===== src/rtl/cpu_defs.sv =====
// ============================================================================
// Module   : cpu_defs
// Purpose  : Shared phase encodings and opcode constants for the 10-bit CPU.
// Revision : 1.0 - initial release
// ============================================================================
`default_nettype none

package cpu_defs;

    typedef enum logic [2:0] {
        PH_IDLE   = 3'd0,
        PH_FETCH  = 3'd1,
        PH_DECODE = 3'd2,
        PH_EXEC   = 3'd3,
        PH_MEM    = 3'd4,
        PH_WB     = 3'd5,
        PH_HALT   = 3'd6,
        PH_FAULT  = 3'd7
    } phase_t;

    localparam int         IR_W     = 10;
    localparam logic [2:0] OP_MEM   = 3'b001;
    localparam logic [2:0] OP_HALT  = 3'b111;
    localparam int         WAIT_W   = 8;

    function automatic logic is_mem_op(input logic [IR_W-1:0] word);
        return word[IR_W-1 -: 3] == OP_MEM;
    endfunction

endpackage

`default_nettype wire


===== src/rtl/cpu_phase_sequencer.sv =====
// ============================================================================
// Module   : cpu_phase_sequencer
// Purpose  : FETCH/DECODE/EXEC/MEM/WB sequencer gating control-unit strobes
//            so each fires once per instruction; run/step, halt, RAM timeout.
// Revision : 1.0 - initial release
// ============================================================================
`default_nettype none

module cpu_phase_sequencer
    import cpu_defs::*;
#(
    parameter int CNT_W        = 16,
    parameter int MEM_WAIT_MAX = 15
) (
    input  logic             clk,
    input  logic             reset,
    input  logic             run,
    input  logic             step,
    input  logic [9:0]       imem_data,
    input  logic             cu_reg_we,
    input  logic             cu_ram_we,
    input  logic             cu_pc_en,
    input  logic             cu_mem2reg,
    input  logic             mem_ready,
    output logic [9:0]       ir,
    output logic             reg_we,
    output logic             ram_we,
    output logic             pc_update,
    output logic [2:0]       phase,
    output logic             busy,
    output logic             halted,
    output logic             fault,
    output logic [CNT_W-1:0] retired
);

    localparam logic [WAIT_W-1:0] WAIT_LIMIT = WAIT_W'(MEM_WAIT_MAX);

    phase_t              state_q, state_d;
    logic [9:0]          ir_q, ir_d;
    logic                one_shot_q, one_shot_d;
    logic [WAIT_W-1:0]   wait_q, wait_d;
    logic [CNT_W-1:0]    retired_q, retired_d;
    logic [WAIT_W-1:0]   wait_inc;

    // Load/store selection is done inside the control unit; the sequencer only needs the opcode.
    logic unused_mem2reg;
    assign unused_mem2reg = cu_mem2reg;

    assign wait_inc = wait_q + WAIT_W'(1);

    always_ff @(posedge clk) begin
        if (reset) begin
            state_q    <= PH_IDLE;
            ir_q       <= '0;
            one_shot_q <= 1'b0;
            wait_q     <= '0;
            retired_q  <= '0;
        end else begin
            state_q    <= state_d;
            ir_q       <= ir_d;
            one_shot_q <= one_shot_d;
            wait_q     <= wait_d;
            retired_q  <= retired_d;
        end
    end

    always_comb begin
        state_d    = state_q;
        ir_d       = ir_q;
        one_shot_d = one_shot_q;
        wait_d     = wait_q;
        retired_d  = retired_q;
        reg_we     = 1'b0;
        ram_we     = 1'b0;
        pc_update  = 1'b0;

        case (state_q)
            PH_IDLE: begin
                if (run || step) begin
                    state_d    = PH_FETCH;
                    // run takes precedence: a simultaneous step does not make it single-shot
                    one_shot_d = step && !run;
                end
            end
            PH_FETCH: begin
                ir_d    = imem_data;
                state_d = PH_DECODE;
            end
            PH_DECODE: begin
                state_d = PH_EXEC;
            end
            PH_EXEC: begin
                if (!cu_pc_en) begin
                    state_d = PH_HALT;
                end else if (is_mem_op(ir_q)) begin
                    state_d = PH_MEM;
                    wait_d  = '0;
                end else begin
                    state_d = PH_WB;
                end
            end
            PH_MEM: begin
                ram_we = cu_ram_we;
                if (mem_ready) begin
                    state_d = PH_WB;
                    wait_d  = '0;
                end else begin
                    wait_d = wait_inc;
                    if (wait_inc == WAIT_LIMIT) begin
                        state_d = PH_FAULT;
                    end
                end
            end
            PH_WB: begin
                reg_we    = cu_reg_we;
                pc_update = 1'b1;
                retired_d = retired_q + CNT_W'(1);
                if (one_shot_q || !run) begin
                    state_d    = PH_IDLE;
                    one_shot_d = 1'b0;
                end else begin
                    state_d = PH_FETCH;
                end
            end
            PH_HALT:  state_d = PH_HALT;
            PH_FAULT: state_d = PH_FAULT;
            default:  state_d = PH_IDLE;
        endcase
    end

    assign ir      = ir_q;
    assign phase   = state_q;
    assign retired = retired_q;
    assign halted  = (state_q == PH_HALT);
    assign fault   = (state_q == PH_FAULT);
    assign busy    = (state_q == PH_FETCH) || (state_q == PH_DECODE) ||
                     (state_q == PH_EXEC)  || (state_q == PH_MEM)    ||
                     (state_q == PH_WB);

endmodule

`default_nettype wire


===== config.mk =====
export PLATFORM = sky130hd
export DESIGN_NAME = cpu_phase_sequencer
export DESIGN_NICKNAME = d
export VERILOG_FILES = /design/src/rtl/cpu_defs.sv /design/src/rtl/cpu_phase_sequencer.sv
export SDC_FILE = /design/constraint.sdc
export NUM_CORES = 1
export LEC_CHECK = 0
export CAP_MARGIN = 20
export CORE_ASPECT_RATIO = 2
export CORE_UTILIZATION = 44
export CTS_BUF_LIST = sky130_fd_sc_hd__clkbuf_2 sky130_fd_sc_hd__clkbuf_4 sky130_fd_sc_hd__clkbuf_8
export DETAILED_ROUTE_END_ITERATION = 6
export PLACE_DENSITY = 0.88
export REMOVE_ABC_BUFFERS = 1
export SKIP_CTS_REPAIR_TIMING = 1
export SLEW_MARGIN = 15
export SYNTH_ARGS = -nofsm -noshare
export SYNTH_HDL_FRONTEND = slang
export SYNTH_SLANG_ARGS = --single-unit

===== constraint.sdc =====
create_clock -name clk -period 1.5 [get_ports clk]
set_input_delay 0.3 -clock clk [delete_from_list [all_inputs] [get_ports clk]]
set_output_delay 0.3 -clock clk [all_outputs]
set_load 0.05 [all_outputs]

# Word level (Yosys, flattened, before mapping)
# Cells that the tools add are included.
# classes
n_addsub	2
mul	0
n_div	0
magnitude_cmp	0
eq_ne	14
n_shift	0
muxes	17
bitwise_logic	0
reduce_logical	14
# ops
operator	n
8-bit two-way mux	3
3-bit one-hot mux with 8 select lines	1
16-bit by 1-bit adder with 16-bit output (second input constant)	1
8-bit one-hot mux with 2 select lines	1
3-bit == test (second input constant)	4
3-bit two-way mux	3
8-bit by 1-bit adder with 8-bit output (second input constant)	1
8-bit by 4-bit == test with 1-bit output (second input constant)	1
2-bit != test (second input constant)	4
1-bit two-way mux	7
3-bit by 1-bit == test with 1-bit output (second input constant)	2
3-bit by 2-bit == test with 1-bit output (second input constant)	2
1-bit logical OR	6
3-bit AND reduction	2
2-bit nonzero test	2
3-bit logical NOT	1
3-bit != test (second input constant)	1
2-bit two-way mux	1
1-bit one-hot mux with 2 select lines	1
2-bit AND reduction	1
1-bit logical AND	1
1-bit logical NOT	1
# totals
register_bits	38
latchBits	0
ramBits	0
romBits	0
in_bits	19
out_inout_bits	35
word_cells	52
memories	0

# Depth between registers and ports, before layout
# Gate-level depths: netlist (run 1).
# logic_depth
word_depth	5
ltp_mapped	6
ltp_nobuf	6

# Worst setup path after synthesis (run 1)
# Ideal clock, no wire load.
# synth_timing
kind	register -> output
start	register (tool-made name)
end	output ram_we
arrival_time_ps	2632
setup_slack_ps	-1432
stages_incl_launch_ff	4
n_path_buf	2
cell_sequence	dfxtp_1 buf_4 clkbuf_1 nor4bb_1
# synth_rtl
item	line_no	source
end, declared	cpu_phase_sequencer.sv:27	output logic ram_we,

# Final worst setup path (run 1)
# layout_timing
start	register wait_q[1]
end	register state_q[0], in the netlist phase[0]
# layout_between
elab_chain_cells	4
# layout_rtl
item	line_no	source
start, declared	cpu_phase_sequencer.sv:41	logic [WAIT_W-1:0] wait_q, wait_d;
start signal, assigned	cpu_phase_sequencer.sv:62	wait_q <= wait_d;
8-bit by 1-bit adder with 8-bit output	cpu_phase_sequencer.sv:49	assign wait_inc = wait_q + WAIT_W'(1);
8-bit by 4-bit == test with 1-bit output	cpu_phase_sequencer.sv:109	if (wait_inc == WAIT_LIMIT) begin
3-bit != test (no line)	-	
2-bit AND reduction (no line)	-	
end signal, assigned	cpu_phase_sequencer.sv:59	state_q <= state_d;
end, declared	cpu_phase_sequencer.sv:38	phase_t state_q, state_d;
# No other way between the ends.
# A chain may end at the register's enable or synchronous reset.

==> report_table.html, run 1 <==
<table>
<tr><th>Metric</th><th>Value</th></tr>
<tr><th colspan="2">Run status</th></tr>
<tr><td>Run status</td><td>complete, but fails checks</td></tr>
<tr><td>Violations in the final reports</td><td>negative setup slack</td></tr>
<tr><th colspan="2">Synth</th></tr>
<tr><td>Parity-gate share of the synthesized area counting xor and xnor cells</td><td>0.04791</td></tr>
<tr><td>Netlist area before placement</td><td>1828 um2</td></tr>
<tr><td>Number of synthesized register bits</td><td>38</td></tr>
<tr><td>Adder and majority gate portion of the synthesized area</td><td>0.02053</td></tr>
<tr><td>Multiplexer fraction of the synthesized cell area</td><td>0.005476</td></tr>
<tr><td>Synth Area per Inst</td><td>8.018 um2</td></tr>
<tr><td>Compound-Gate Fraction of Synth Area</td><td>0.1766</td></tr>
<tr><td>Post-synthesis sequential area ratio</td><td>0.4162</td></tr>
<tr><td>Yosys warning count</td><td>0</td></tr>
<tr><td>Instance count of the mapped netlist</td><td>228</td></tr>
<tr><td>Simple-gate share of the synthesized area</td><td>0.2943</td></tr>
<tr><td>Dominant combinational cell family by area after synthesis</td><td>simple AND/OR/NAND/NOR gates</td></tr>
<tr><td>Synth cell types</td><td>44</td></tr>
<tr><th colspan="2">Critical path</th></tr>
<tr><td>Setup slack on the worst flop-to-flop path</td><td>-0.25 ns</td></tr>
<tr><td>Arrival time at the worst endpoint</td><td>1.96 ns</td></tr>
<tr><td>CP Launch Type</td><td>flop</td></tr>
<tr><td>Kind of end point of the critical path</td><td>flop</td></tr>
<tr><td>Critical Path Fanout Max</td><td>4</td></tr>
<tr><td>Critical path class</td><td>flop to flop</td></tr>
<tr><td>Required time of the critical path</td><td>1.71 ns</td></tr>
<tr><th colspan="2">Global routing</th></tr>
<tr><td>Met2 layer usage reported by global route</td><td>0.5160</td></tr>
<tr><td>Largest net degree at the start of global routing</td><td>37</td></tr>
<tr><td>Busiest layer in global routing</td><td>met2</td></tr>
<tr><td>Number of global-route vias before repair</td><td>2109</td></tr>
<tr><td>Met1 routing resource usage after global routing</td><td>0.2659</td></tr>
<tr><td>Grt met3 use</td><td>0.04054</td></tr>
<tr><td>Global-route wire length before repair</td><td>8976 um</td></tr>
<tr><td>Aggregate global routing overflow</td><td>0</td></tr>
<tr><td>Global routing usage summed across all routing layers</td><td>0.2763</td></tr>
<tr><td>Initial antenna violation count</td><td>0</td></tr>
<tr><th colspan="2">Clocking</th></tr>
<tr><td>Clock input transition at the sequential cells of the worst setup and hold paths</td><td>0.08 ns</td></tr>
<tr><td>Clock latency at the later pin of the worst-skew pair</td><td>0.29 ns</td></tr>
<tr><td>H-tree level count</td><td>2</td></tr>
<tr><td>Clock root buffer</td><td>sky130_fd_sc_hd__clkbuf_8</td></tr>
<tr><td>Clock buffer depth</td><td>2</td></tr>
<tr><td>Clock tree from TritonCTS</td><td>yes</td></tr>
<tr><td>Sink Count</td><td>38</td></tr>
<tr><td>Number of buffers created by CTS</td><td>5</td></tr>
<tr><th colspan="2">STA</th></tr>
<tr><td>Setup TNS</td><td>-2.050 ns</td></tr>
<tr><td>Slew HR</td><td>0.6559</td></tr>
<tr><td>Number of setup violations in the final report</td><td>19</td></tr>
<tr><td>Count of final max-slew check failures</td><td>0</td></tr>
<tr><td>Final worst slack</td><td>-0.2547 ns</td></tr>
<tr><td>Clock skew</td><td>0.004936 ns</td></tr>
<tr><td>Shortest period the worst path allows</td><td>1.755 ns</td></tr>
<tr><td>Final number of hold-violating endpoints</td><td>0</td></tr>
<tr><td>Hold slack</td><td>0.4981 ns</td></tr>
<tr><td>Fraction of the cycle the final worst path needs</td><td>1.170</td></tr>
<tr><td>Maximum achievable frequency</td><td>569.9 MHz</td></tr>
<tr><td>Pin slew with the least headroom to its limit</td><td>0.5151 ns</td></tr>
<tr><td>Setup repair after global routing missed its margin</td><td>yes</td></tr>
<tr><th colspan="2">Placed design</th></tr>
<tr><td>Post-DP HPWL</td><td>4223 um</td></tr>
<tr><td>Gp weighted congestion</td><td>0.9239</td></tr>
<tr><td>Count of input and output buffers</td><td>52</td></tr>
<tr><td>Placed Cells</td><td>361</td></tr>
<tr><th colspan="2">Hold path</th></tr>
<tr><td>Path category of the worst min-delay check</td><td>flop to flop</td></tr>
<tr><th colspan="2">Die</th></tr>
<tr><td>Row cnt</td><td>32</td></tr>
<tr><td>Width of the die</td><td>47.58 um</td></tr>
<tr><td>Floorplan die area</td><td>4432 um2</td></tr>
<tr><td>Core Box Area</td><td>3924 um2</td></tr>
<tr><td>Die Y-Extent</td><td>93.16 um</td></tr>
<tr><td>Number of I/O pins</td><td>54</td></tr>
<tr><td>Starting Density</td><td>0.4659</td></tr>
<tr><th colspan="2">Route</th></tr>
<tr><td>Average via count per standard cell</td><td>5.955</td></tr>
<tr><td>Final wirelength</td><td>7470 um</td></tr>
<tr><td>Number of violations reported at the end of detailed-routing iteration 0</td><td>103</td></tr>
<tr><td>Routed len/inst</td><td>19.71 um</td></tr>
<tr><td>Via total after detailed routing</td><td>2257</td></tr>
<tr><td>DRT antenna net count</td><td>0</td></tr>
<tr><td>DRC violations left</td><td>0</td></tr>
<tr><td>First drt pass iteration count</td><td>4</td></tr>
<tr><th colspan="2">Power</th></tr>
<tr><td>Worst VDD drop</td><td>0.001027 V</td></tr>
<tr><td>Standby leakage power</td><td>1.352 nW</td></tr>
<tr><td>Post-layout total power</td><td>2.726 mW</td></tr>
<tr><td>Power Dens Cells</td><td>803.9 nW/um2</td></tr>
<tr><th colspan="2">Cells and area</th></tr>
<tr><td>Core occupancy in the finished layout</td><td>0.8642</td></tr>
<tr><td>Post-synthesis to final-layout area growth</td><td>85.49%</td></tr>
<tr><td>Number of antenna diodes</td><td>0</td></tr>
<tr><td>Layout cells sized above 1</td><td>0.3963</td></tr>
<tr><td>Final net count</td><td>349</td></tr>
<tr><td>Count of non-filler cells in the finished layout</td><td>379</td></tr>
<tr><th colspan="2">Run</th></tr>
<tr><td>Number of max-cap violations</td><td>0</td></tr>
</table>
## through the flow
stage,setup WS [ns],area (um2)
3_3_place_gp,-0.3878,3029
2_1_floorplan,-1.245,1772
5_1_grt,-0.2966,3391
6_report,-0.2547,3391
4_1_cts,-0.3421,3138
3_5_place_dp,-0.4590,3029
## synthesized netlist by cell type, drive strengths merged
cell type	instances	share of area
nand4	4	0.014
a311oi	1	0.0048
or4	1	0.0041
xnor2	6	0.029
nand3	9	0.025
nor3b	2	0.0082
a221o	1	0.0055
ha	3	0.021
and2	1	0.0034
or3	8	0.027
mux2i	1	0.0055
clkbuf	9	0.018
clkinv	1	0.0021
nand3b	2	0.0082
a211o	1	0.0048
or4b	1	0.0055
a22oi	1	0.0041
o21bai	1	0.0041
o31ai	1	0.0041
nor2	24	0.049
inv	3	0.0062
xor2	4	0.019
dfxtp	38	0.42
or3b	1	0.0048
nor3	5	0.016
nor4bb	1	0.0055
a31oi	3	0.010
a41oi	1	0.0048
o21ai	11	0.030
o2111a	1	0.0062
buf	4	0.012
nand2	33	0.068
nor4b	1	0.0082
a211oi	3	0.012
and4	3	0.016
a21oi	28	0.077
and4b	2	0.011
and3	4	0.014
nor4	2	0.0068
a22o	1	0.0048
o21a	1	0.0041
## layout by cell type (no fill, tap or decap), types with 2 or more instances in the layout
cell,count
sky130_fd_sc_hd__xor2_1,4
sky130_fd_sc_hd__clkdlybuf4s50_1,16
sky130_fd_sc_hd__nand4_1,4
sky130_fd_sc_hd__xnor2_1,4
sky130_fd_sc_hd__clkbuf_8,5
sky130_fd_sc_hd__nor3_1,3
sky130_fd_sc_hd__nand3b_1,2
sky130_fd_sc_hd__a211oi_1,3
sky130_fd_sc_hd__or3_1,6
sky130_fd_sc_hd__nand2_2,3
sky130_fd_sc_hd__a21oi_2,3
sky130_fd_sc_hd__dfxtp_2,3
sky130_fd_sc_hd__buf_12,35
sky130_fd_sc_hd__and4b_1,2
sky130_fd_sc_hd__buf_4,46
sky130_fd_sc_hd__dfxtp_1,34
sky130_fd_sc_hd__nor2_1,21
sky130_fd_sc_hd__o21ai_0,10
sky130_fd_sc_hd__a31oi_1,3
sky130_fd_sc_hd__inv_1,3
sky130_fd_sc_hd__nor2_4,3
sky130_fd_sc_hd__buf_6,6
sky130_fd_sc_hd__nand3_1,8
sky130_fd_sc_hd__a21oi_1,25
sky130_fd_sc_hd__xnor2_2,2
sky130_fd_sc_hd__clkinv_2,2
sky130_fd_sc_hd__or3_4,2
sky130_fd_sc_hd__ha_1,2
sky130_fd_sc_hd__and3_1,4
sky130_fd_sc_hd__nand2_1,30
## cell families after synthesis
group / Yosys count
XOR/XNOR: 10
buffers and inverters: 17
AND/OR/NAND/NOR: 104
flip-flops: 38
adder cells (fa/ha/maj): 3
AO/OA/AOI/OAI: 55
multiplexers: 1
## power by group
part | switching, mW | internal [mW] | total (mW)
Clock | 0.381 | 0.490 | 0.871
Combinational | 0.411 | 0.356 | 0.767
Sequential | 0.0402 | 1.05 | 1.09
## worst max-delay path: stages (launching register included)
cell	delay, ns
sky130_fd_sc_hd__dfxtp_2	0.33
sky130_fd_sc_hd__buf_6	0.12
sky130_fd_sc_hd__ha_4	0.17
sky130_fd_sc_hd__xnor2_2	0.19
sky130_fd_sc_hd__a41oi_2	0.17
sky130_fd_sc_hd__a221o_1	0.44
sky130_fd_sc_hd__nor4_2	0.26
## per-layer routing
layer / up-vias / share of wire
met2: 126 / 0.58
met4: 0 / 0.058
met1: 1082 / 0.32
li1: 1014 / -
met5: - / 0
met3: 35 / 0.047
## cell type report
class / instances / area, um2
Clock buffer: 5 / 68.82
Clock inverter: 3 / 40.04
Fill cell: 202 / 533.0
Inverter: 4 / 15.01
Multi-Input combinational cell: 173 / 1134
Sequential cell: 38 / 768.2
Tap cell: 51 / 63.81
Timing Repair Buffer: 105 / 1301
## path summary, 6_finish.rpt
kind | startpoint | to | depth (start not counted)
worst max-delay path | wait_q[1] | phase[0] | 6
worst min-delay path | ir[2] | ir[2] | 2
worst max register to register | wait_q[1] | phase[0] | 6
worst min register to register | ir[2] | ir[2] | 2
## sequential cells by signal, indices dropped and copies added (netlist names), named ones only
register	flops
phase	2
one_shot_q	1
ir	10
wait_q	8
retired	16
Power figures use the tool's default switching activity.
==> run 2, diff against run 1 <==
--- a/config.mk
+++ b/config.mk
@@ -7,10 +7,10 @@
 export LEC_CHECK = 0
 export CAP_MARGIN = 20
 export CORE_ASPECT_RATIO = 2
-export CORE_UTILIZATION = 44
+export CORE_UTILIZATION = 49
 export CTS_BUF_LIST = sky130_fd_sc_hd__clkbuf_2 sky130_fd_sc_hd__clkbuf_4 sky130_fd_sc_hd__clkbuf_8
 export DETAILED_ROUTE_END_ITERATION = 6
-export PLACE_DENSITY = 0.88
+export PLACE_DENSITY = 0.93
 export REMOVE_ABC_BUFFERS = 1
 export SKIP_CTS_REPAIR_TIMING = 1
 export SLEW_MARGIN = 15
==> constraint.sdc (replaced) <==
create_clock -name clk -period 1.97 [get_ports clk]
set_input_delay 0.394 -clock clk [delete_from_list [all_inputs] [get_ports clk]]
set_output_delay 0.394 -clock clk [all_outputs]
set_load 0.05 [all_outputs]
==> run 2 against run 1 <==
Effect of this change: the run now ends clean; design area is 21% lower; critical path depth shrank 5; sequential power is 24% lower; wire length decreased by 36%; first-iteration DRC count down 40%; combinational power down 43%; highest routed layer unchanged; final cell count decreased by 11%; sequential share of layout area up 5.7 points; worst hold slack got worse by 0.045 ns; setup slack gained 0.32 ns.
==> report_table.html, run 2 (synthesis results as in run 1) <==
<table>
<tr><th>Metric</th><th>Value</th></tr>
<tr><th colspan="2">Run status</th></tr>
<tr><td>Run status</td><td>finished, final reports clean</td></tr>
<tr><th colspan="2">Power</th></tr>
<tr><td>Post-layout total power</td><td>2.082 mW (-24%)</td></tr>
<tr><td>Worst VDD drop</td><td>0.0006987 V (-32%)</td></tr>
<tr><td>Power Dens Cells</td><td>774.7 nW/um2 (-3.6%)</td></tr>
<tr><td>Standby leakage power</td><td>1.057 nW (-22%)</td></tr>
<tr><th colspan="2">Route</th></tr>
<tr><td>DRT antenna net count</td><td>0 (unchanged)</td></tr>
<tr><td>DRC violations left</td><td>0 (unchanged)</td></tr>
<tr><td>Average via count per standard cell</td><td>5.521 (-7.3%)</td></tr>
<tr><td>Routed len/inst</td><td>14.15 um (-28%)</td></tr>
<tr><td>First drt pass iteration count</td><td>4 (unchanged)</td></tr>
<tr><td>Final wirelength</td><td>4783 um (-36%)</td></tr>
<tr><td>Number of violations reported at the end of detailed-routing iteration 0</td><td>62 (-40%)</td></tr>
<tr><td>Via total after detailed routing</td><td>1866 (-17%)</td></tr>
<tr><th colspan="2">STA</th></tr>
<tr><td>Fraction of the cycle the final worst path needs</td><td>0.9680</td></tr>
<tr><td>Clock skew</td><td>0.003799 ns (-0.001137 ns)</td></tr>
<tr><td>Final number of hold-violating endpoints</td><td>0 (unchanged)</td></tr>
<tr><td>Shortest period the worst path allows</td><td>1.907 ns</td></tr>
<tr><td>Slew HR</td><td>0.6403 (-0.01561)</td></tr>
<tr><td>Maximum achievable frequency</td><td>524.4 MHz</td></tr>
<tr><td>Count of final max-slew check failures</td><td>0 (unchanged)</td></tr>
<tr><td>Hold slack</td><td>0.4530 ns (-0.04509 ns)</td></tr>
<tr><td>Number of setup violations in the final report</td><td>0 (-19)</td></tr>
<tr><td>Setup repair after global routing missed its margin</td><td>no</td></tr>
<tr><td>Pin slew with the least headroom to its limit</td><td>0.5379 ns (+0.02284 ns)</td></tr>
<tr><th colspan="2">Die</th></tr>
<tr><td>Row cnt</td><td>31 (-3.1%)</td></tr>
<tr><td>Core Box Area</td><td>3607 um2 (-8.1%)</td></tr>
<tr><td>Width of the die</td><td>45.19 um (-5.0%)</td></tr>
<tr><td>Die Y-Extent</td><td>88.38 um (-5.1%)</td></tr>
<tr><td>Starting Density</td><td>0.5068 (+0.04088)</td></tr>
<tr><td>Number of I/O pins</td><td>54 (unchanged)</td></tr>
<tr><td>Floorplan die area</td><td>3994 um2 (-9.9%)</td></tr>
<tr><th colspan="2">Critical path</th></tr>
<tr><td>Register-to-Register Path Depth</td><td>5 (-1)</td></tr>
<tr><td>Cell chain of the critical path</td><td>clkdlybuf4s50_1</td></tr>
<tr><td>CP bufs+invs</td><td>1 (unchanged)</td></tr>
<tr><td>Biggest cell delay along the critical path</td><td>0.83 ns (+0.39 ns)</td></tr>
<tr><td>Cell type of the slowest stage on the worst timing path</td><td>sky130_fd_sc_hd__clkdlybuf4s50_1</td></tr>
<tr><td>CP Launch Type</td><td>flop</td></tr>
<tr><td>Required time of the critical path</td><td>1.58 ns (-0.13 ns)</td></tr>
<tr><td>Depth of the critical timing path with buffers and inverters included</td><td>1 (-5)</td></tr>
<tr><td>Arrival time at the worst endpoint</td><td>1.51 ns (-0.45 ns)</td></tr>
<tr><td>Worst path top cell family by delay</td><td>buffers and inverters</td></tr>
<tr><td>Reg-to-reg critical path endpoint</td><td>phase[0]</td></tr>
<tr><td>Critical path class</td><td>flop to output pin</td></tr>
<tr><td>Beginning of the worst register-to-register path</td><td>wait_q[1]</td></tr>
<tr><td>Setup slack on the worst flop-to-flop path</td><td>0.23 ns (+0.48 ns)</td></tr>
<tr><td>Kind of end point of the critical path</td><td>output pin</td></tr>
<tr><td>Critical Path Fanout Max</td><td>5 (+1)</td></tr>
<tr><th colspan="2">Global routing</th></tr>
<tr><td>Number of global-route vias before repair</td><td>1746 (-17%)</td></tr>
<tr><td>Largest net degree at the start of global routing</td><td>32 (-14%)</td></tr>
<tr><td>Global-route wire length before repair</td><td>7562 um (-16%)</td></tr>
<tr><td>Initial antenna violation count</td><td>0 (unchanged)</td></tr>
<tr><td>Global routing usage summed across all routing layers</td><td>0.2559 (-0.02045)</td></tr>
<tr><td>Aggregate global routing overflow</td><td>0 (unchanged)</td></tr>
<tr><th colspan="2">Cells and area</th></tr>
<tr><td>Max reg flops</td><td>16 (unchanged)</td></tr>
<tr><td>Number of antenna diodes</td><td>0 (unchanged)</td></tr>
<tr><td>Final net count</td><td>310 (-11%)</td></tr>
<tr><td>Number of filler instances in the final layout</td><td>272 (+35%)</td></tr>
<tr><td>Leading cell types in the layout, fill and taps excluded</td><td>sky130_fd_sc_hd__dfxtp_1, sky130_fd_sc_hd__clkdlybuf4s50_1, sky130_fd_sc_hd__nand2_1</td></tr>
<tr><td>Design Area, Final</td><td>2688 um2 (-21%)</td></tr>
<tr><td>Post-synthesis to final-layout area growth</td><td>47.02%</td></tr>
<tr><td>Layout cells sized above 1</td><td>0.1419 (-0.2545)</td></tr>
<tr><th colspan="2">Clocking</th></tr>
<tr><td>Clock latency at the later pin of the worst-skew pair</td><td>0.29 ns (about the same)</td></tr>
<tr><td>Number of buffers created by CTS</td><td>5 (unchanged)</td></tr>
<tr><td>Clock root buffer</td><td>sky130_fd_sc_hd__clkbuf_8</td></tr>
<tr><td>Sink Count</td><td>38 (unchanged)</td></tr>
<tr><td>H-tree level count</td><td>2 (unchanged)</td></tr>
<tr><td>Clock buffer depth</td><td>2 (unchanged)</td></tr>
<tr><td>Clock input transition at the sequential cells of the worst setup and hold paths</td><td>0.08 ns (about the same)</td></tr>
<tr><td>Clock tree from TritonCTS</td><td>yes</td></tr>
<tr><th colspan="2">Placed design</th></tr>
<tr><td>Post-DP HPWL</td><td>3361 um (-20%)</td></tr>
<tr><td>Count of input and output buffers</td><td>52 (unchanged)</td></tr>
<tr><td>Gp weighted congestion</td><td>0.8879 (-3.9%)</td></tr>
<tr><td>Area after DPL</td><td>2506 um2 (-17%)</td></tr>
<tr><th colspan="2">Hold path</th></tr>
<tr><td>Min-Delay Endpoint</td><td>ir[4]</td></tr>
<tr><td>Hold Path Origin</td><td>ir[4]</td></tr>
<tr><td>Cells on Worst Hold Path</td><td>2 (unchanged)</td></tr>
<tr><td>Path category of the worst min-delay check</td><td>flop to flop</td></tr>
<tr><th colspan="2">Run</th></tr>
<tr><td>Number of max-cap violations</td><td>0 (unchanged)</td></tr>
</table>
run 2: cell count changes in the layout (fill, tap and decap cells not counted), sizes merged:
cell           change
buf               -62
bufinv             +1
clkbuf             +1
clkdlybuf4s50     +20
clkinv             -2
clkinvlp           +1
dlymetal6s2s       +3
inv                -1
run 2: power by group:
group / total [mW] / switching, mW / internal [mW]
sequential: 0.829 / 0.0292 / 0.800
combinational: 0.435 / 0.251 / 0.183
clock: 0.819 / 0.279 / 0.540
run 2: worst max path at each step:
stage | startpoint | endpoint | slack, ns
2_1_floorplan | flop | ram_we | -0.87
3_3_place_gp | mem_ready | wait_q[7] | -0.1
3_5_place_dp | mem_ready | wait_q[7] | -0.14
4_1_cts | phase[1] | reg_we | -0.15
5_1_grt | retired[9] | retired[9] | 0.009
6_report | retired[1] | retired[1] | 0.06
run 2: final cells by class:
cell class | instances | area, um2 | share of cell area
sequential | 38 | 763.2 | 0.2840
tap | 49 | 61.31 | 0.02281
multi-input combinational | 173 | 996.0 | 0.3706
timing repair buffer | 66 | 705.7 | 0.2626
clock inverter | 2 | 60.06 | 0.02235
inverter | 4 | 18.77 | 0.006983
clock buffer | 6 | 82.58 | 0.03073
run 2: metal layers:
metal	part of all wire	routed length (um)	global-route usage
met5	0	0	0
met4	0.024	114	0.1405
met3	0.033	159	0.05714
met2	0.56	2667	0.4559
met1	0.39	1842	0.2627
run 2: per-stage QoR:
stage | TNS, ns | setup WS (ns) | instances | utilization
6_report | 0 | 0.06313 | 338 | 0.7451
5_1_grt | 0 | 0.008952 | 338 | 0.7451
4_1_cts | -0.1523 | -0.1523 | 335 | 0.7343
3_5_place_dp | -0.4547 | -0.1436 | 327 | 0.6948
3_3_place_gp | -0.2275 | -0.09714 | 327 | 0.6948
2_1_floorplan | -3.311 | -0.8693 | 215 | -
==> run 3, diff against run 2 <==
--- a/config.mk
+++ b/config.mk
@@ -10,6 +10,7 @@
 export CORE_UTILIZATION = 49
 export CTS_BUF_LIST = sky130_fd_sc_hd__clkbuf_2 sky130_fd_sc_hd__clkbuf_4 sky130_fd_sc_hd__clkbuf_8
 export DETAILED_ROUTE_END_ITERATION = 6
+export GPL_TIMING_DRIVEN = 0
 export PLACE_DENSITY = 0.93
 export REMOVE_ABC_BUFFERS = 1
 export SKIP_CTS_REPAIR_TIMING = 1
==> constraint.sdc (replaced) <==
create_clock -name clk -period 1.97 [get_ports clk]
set_input_delay 0.4925 -clock clk [delete_from_list [all_inputs] [get_ports clk]]
set_output_delay 0.4925 -clock clk [all_outputs]
set_load 0.05 [all_outputs]
==> run 3 against run 2 <==
Effect of this change: final cell count is 4.1% lower; die area stayed put; clock power is 32% lower; maximum frequency is 1.5% lower; sequential cell count stayed put; combinational power is 20% lower; global-route usage is 2.1 points lower; first-iteration DRC count is 31% lower.
==> report_table.html, run 3 (synthesis results as in run 1) <==
<table>
<tr><th>Metric</th><th>Value</th></tr>
<tr><th colspan="2">Hold path</th></tr>
<tr><td>Path category of the worst min-delay check</td><td>flop to flop</td></tr>
<tr><td>Hold Path Origin</td><td>ir[4]</td></tr>
<tr><th colspan="2">Global routing</th></tr>
<tr><td>Aggregate global routing overflow</td><td>0 (unchanged)</td></tr>
<tr><td>Number of global-route vias before repair</td><td>1658 (-5.0%)</td></tr>
<tr><td>Largest net degree at the start of global routing</td><td>38 (+19%)</td></tr>
<tr><td>Global routing usage summed across all routing layers</td><td>0.2347 (-0.02120)</td></tr>
<tr><td>Global-route wire length before repair</td><td>7038 um (-6.9%)</td></tr>
<tr><td>Initial antenna violation count</td><td>0 (unchanged)</td></tr>
<tr><th colspan="2">Cells and area</th></tr>
<tr><td>Layout cells sized above 1</td><td>0.09091 (-0.05096)</td></tr>
<tr><td>Post-synthesis to final-layout area growth</td><td>37.37%</td></tr>
<tr><td>Final net count</td><td>296 (-4.5%)</td></tr>
<tr><td>Number of antenna diodes</td><td>0 (unchanged)</td></tr>
<tr><td>Area of the multi-input gates</td><td>1011 um2 (+1.5%)</td></tr>
<tr><td>Leading cell types in the layout, fill and taps excluded</td><td>sky130_fd_sc_hd__dfxtp_1, sky130_fd_sc_hd__nand2_1, sky130_fd_sc_hd__a21oi_1</td></tr>
<tr><td>Number of filler instances in the final layout</td><td>297 (+9.2%)</td></tr>
<tr><td>Max reg flops</td><td>16 (unchanged)</td></tr>
<tr><td>Most frequent standard cell in the layout excluding fill and tap cells</td><td>sky130_fd_sc_hd__dfxtp_1</td></tr>
<tr><td>Count of non-filler cells in the finished layout</td><td>324 (-4.1%)</td></tr>
<tr><td>Sequential Area</td><td>772.0 um2 (+1.1%)</td></tr>
<tr><th colspan="2">Clocking</th></tr>
<tr><td>Sink Count</td><td>38 (unchanged)</td></tr>
<tr><td>Clock tree from TritonCTS</td><td>yes</td></tr>
<tr><td>Clock root buffer</td><td>sky130_fd_sc_hd__clkbuf_8</td></tr>
<tr><td>Number of buffers created by CTS</td><td>5 (unchanged)</td></tr>
<tr><td>Clock latency at the later pin of the worst-skew pair</td><td>0.29 ns (about the same)</td></tr>
<tr><td>H-tree level count</td><td>2 (unchanged)</td></tr>
<tr><td>Clock buffer depth</td><td>2 (unchanged)</td></tr>
<tr><td>Clock input transition at the sequential cells of the worst setup and hold paths</td><td>0.07 ns (about the same)</td></tr>
<tr><th colspan="2">Placed design</th></tr>
<tr><td>Pre-CTS setup slack</td><td>-0.5900 ns (-0.4464 ns)</td></tr>
<tr><td>Post-DP HPWL</td><td>3107 um (-7.6%)</td></tr>
<tr><td>Gp weighted congestion</td><td>0.8864 (-0.17%)</td></tr>
<tr><td>Placed Cells</td><td>316 (-3.4%)</td></tr>
<tr><td>Count of input and output buffers</td><td>52 (unchanged)</td></tr>
<tr><th colspan="2">STA</th></tr>
<tr><td>Shortest period the worst path allows</td><td>1.936 ns (+0.02868 ns)</td></tr>
<tr><td>Count of final max-slew check failures</td><td>0 (unchanged)</td></tr>
<tr><td>Maximum achievable frequency</td><td>516.7 MHz (-1.5%)</td></tr>
<tr><td>Clock skew</td><td>0.006867 ns (+0.003068 ns)</td></tr>
<tr><td>Number of setup violations in the final report</td><td>0 (unchanged)</td></tr>
<tr><td>Pin slew with the least headroom to its limit</td><td>0.6580 ns (+0.1201 ns)</td></tr>
<tr><td>Setup TNS</td><td>0 ns (unchanged)</td></tr>
<tr><td>Fraction of the cycle the final worst path needs</td><td>0.9825 (+0.01456)</td></tr>
<tr><td>Slew HR</td><td>0.5602 (-0.08007)</td></tr>
<tr><td>Hold slack</td><td>0.4569 ns (+0.003859 ns)</td></tr>
<tr><td>Final number of hold-violating endpoints</td><td>0 (unchanged)</td></tr>
<tr><td>Final worst slack</td><td>0.03446 ns (-0.02868 ns)</td></tr>
<tr><th colspan="2">Power</th></tr>
<tr><td>Power Dens Cells</td><td>699.6 nW/um2 (-9.7%)</td></tr>
<tr><td>Standby leakage power</td><td>1.273 nW (+20%)</td></tr>
<tr><td>Worst VDD drop</td><td>0.0006197 V (-11%)</td></tr>
<tr><td>Post-layout total power</td><td>1.757 mW (-16%)</td></tr>
<tr><th colspan="2">Die</th></tr>
<tr><td>Die Y-Extent</td><td>88.38 um (unchanged)</td></tr>
<tr><td>Starting Density</td><td>0.5068 (unchanged)</td></tr>
<tr><td>Core Box Area</td><td>3607 um2 (unchanged)</td></tr>
<tr><td>Row cnt</td><td>31 (unchanged)</td></tr>
<tr><td>Number of I/O pins</td><td>54 (unchanged)</td></tr>
<tr><td>Floorplan die area</td><td>3994 um2 (unchanged)</td></tr>
<tr><td>Width of the die</td><td>45.19 um (unchanged)</td></tr>
<tr><th colspan="2">Route</th></tr>
<tr><td>Routed len/inst</td><td>14.16 um (about the same)</td></tr>
<tr><td>First drt pass iteration count</td><td>4 (unchanged)</td></tr>
<tr><td>Via total after detailed routing</td><td>1855 (-0.59%)</td></tr>
<tr><td>Number of violations reported at the end of detailed-routing iteration 0</td><td>43 (-31%)</td></tr>
<tr><td>Average via count per standard cell</td><td>5.725 (+3.7%)</td></tr>
<tr><td>Final wirelength</td><td>4588 um (-4.1%)</td></tr>
<tr><td>DRC violations left</td><td>0 (unchanged)</td></tr>
<tr><td>DRT antenna net count</td><td>0 (unchanged)</td></tr>
<tr><th colspan="2">Critical path</th></tr>
<tr><td>Reg-to-reg critical path endpoint</td><td>phase[1]</td></tr>
<tr><td>CP Launch Type</td><td>input pin</td></tr>
<tr><td>Required time of the critical path</td><td>1.48 ns (-0.10 ns)</td></tr>
<tr><td>Critical path class</td><td>input pin to output pin</td></tr>
<tr><td>Beginning of the worst register-to-register path</td><td>wait_q[0]</td></tr>
<tr><td>Kind of end point of the critical path</td><td>output pin</td></tr>
<tr><td>Critical Path Fanout Max</td><td>1 (-4)</td></tr>
<tr><td>Launch point of the worst path</td><td>cu_ram_we</td></tr>
<tr><td>Arrival time at the worst endpoint</td><td>1.44 ns (-0.07 ns)</td></tr>
<tr><td>Critical Path Sink</td><td>ram_we</td></tr>
<tr><td>Register-to-Register Path Depth</td><td>5 (unchanged)</td></tr>
<tr><td>Setup slack on the worst flop-to-flop path</td><td>0.20 ns (-0.03 ns)</td></tr>
<tr><th colspan="2">Run status</th></tr>
<tr><td>Run status</td><td>finished, final reports clean</td></tr>
<tr><th colspan="2">Run</th></tr>
<tr><td>Number of max-cap violations</td><td>0 (unchanged)</td></tr>
</table>
[run 3: per-stage QoR]
step                cell area, um2    util
floorplan                     1772       -
global placement              2354  0.6524
detailed placement            2349  0.6511
CTS                           2444  0.6774
global route                  2511  0.6962
finish                        2511  0.6962
[run 3: layout make-up]
cell class	count	area share
clock inverter	1	0.001993
timing repair buffer	52	0.2217
inverter	4	0.005979
clock buffer	7	0.03587
tap	49	0.02441
multi-input combinational	173	0.4026
sequential	38	0.3074
[run 3: how the worst min path moves through the flow]
stage	to	slack (ns)	depth (start not counted)
floorplan	wait_q[7]	0.45	2
global placement	ir[6]	0.44	2
detailed placement	ir[1]	0.45	2
CTS	ir[1]	0.46	2
global route	ir[6]	0.48	2
finish	ir[4]	0.46	2
[run 3: worst max-delay path: stages]
cell	delay (ns)
sky130_fd_sc_hd__clkdlybuf4s50_1	0.44
sky130_fd_sc_hd__nor4bb_2	0.27
sky130_fd_sc_hd__buf_4	0.24
[run 3: report_power, final]
group          total (mW)  switching [mW]  internal [mW]
clock               0.557           0.261          0.296
sequential          0.849          0.0485          0.801
combinational       0.350           0.220          0.130
[run 3: layer usage]
layer | vias to the layer above | global-route usage | wire length [um]
met5 | - | 0 | 0
met4 | 0 | 0.1074 | 87
met3 | 7 | 0.03061 | 185
met2 | 64 | 0.4401 | 2562
met1 | 882 | 0.2433 | 1753
li1 | 902 | - | -
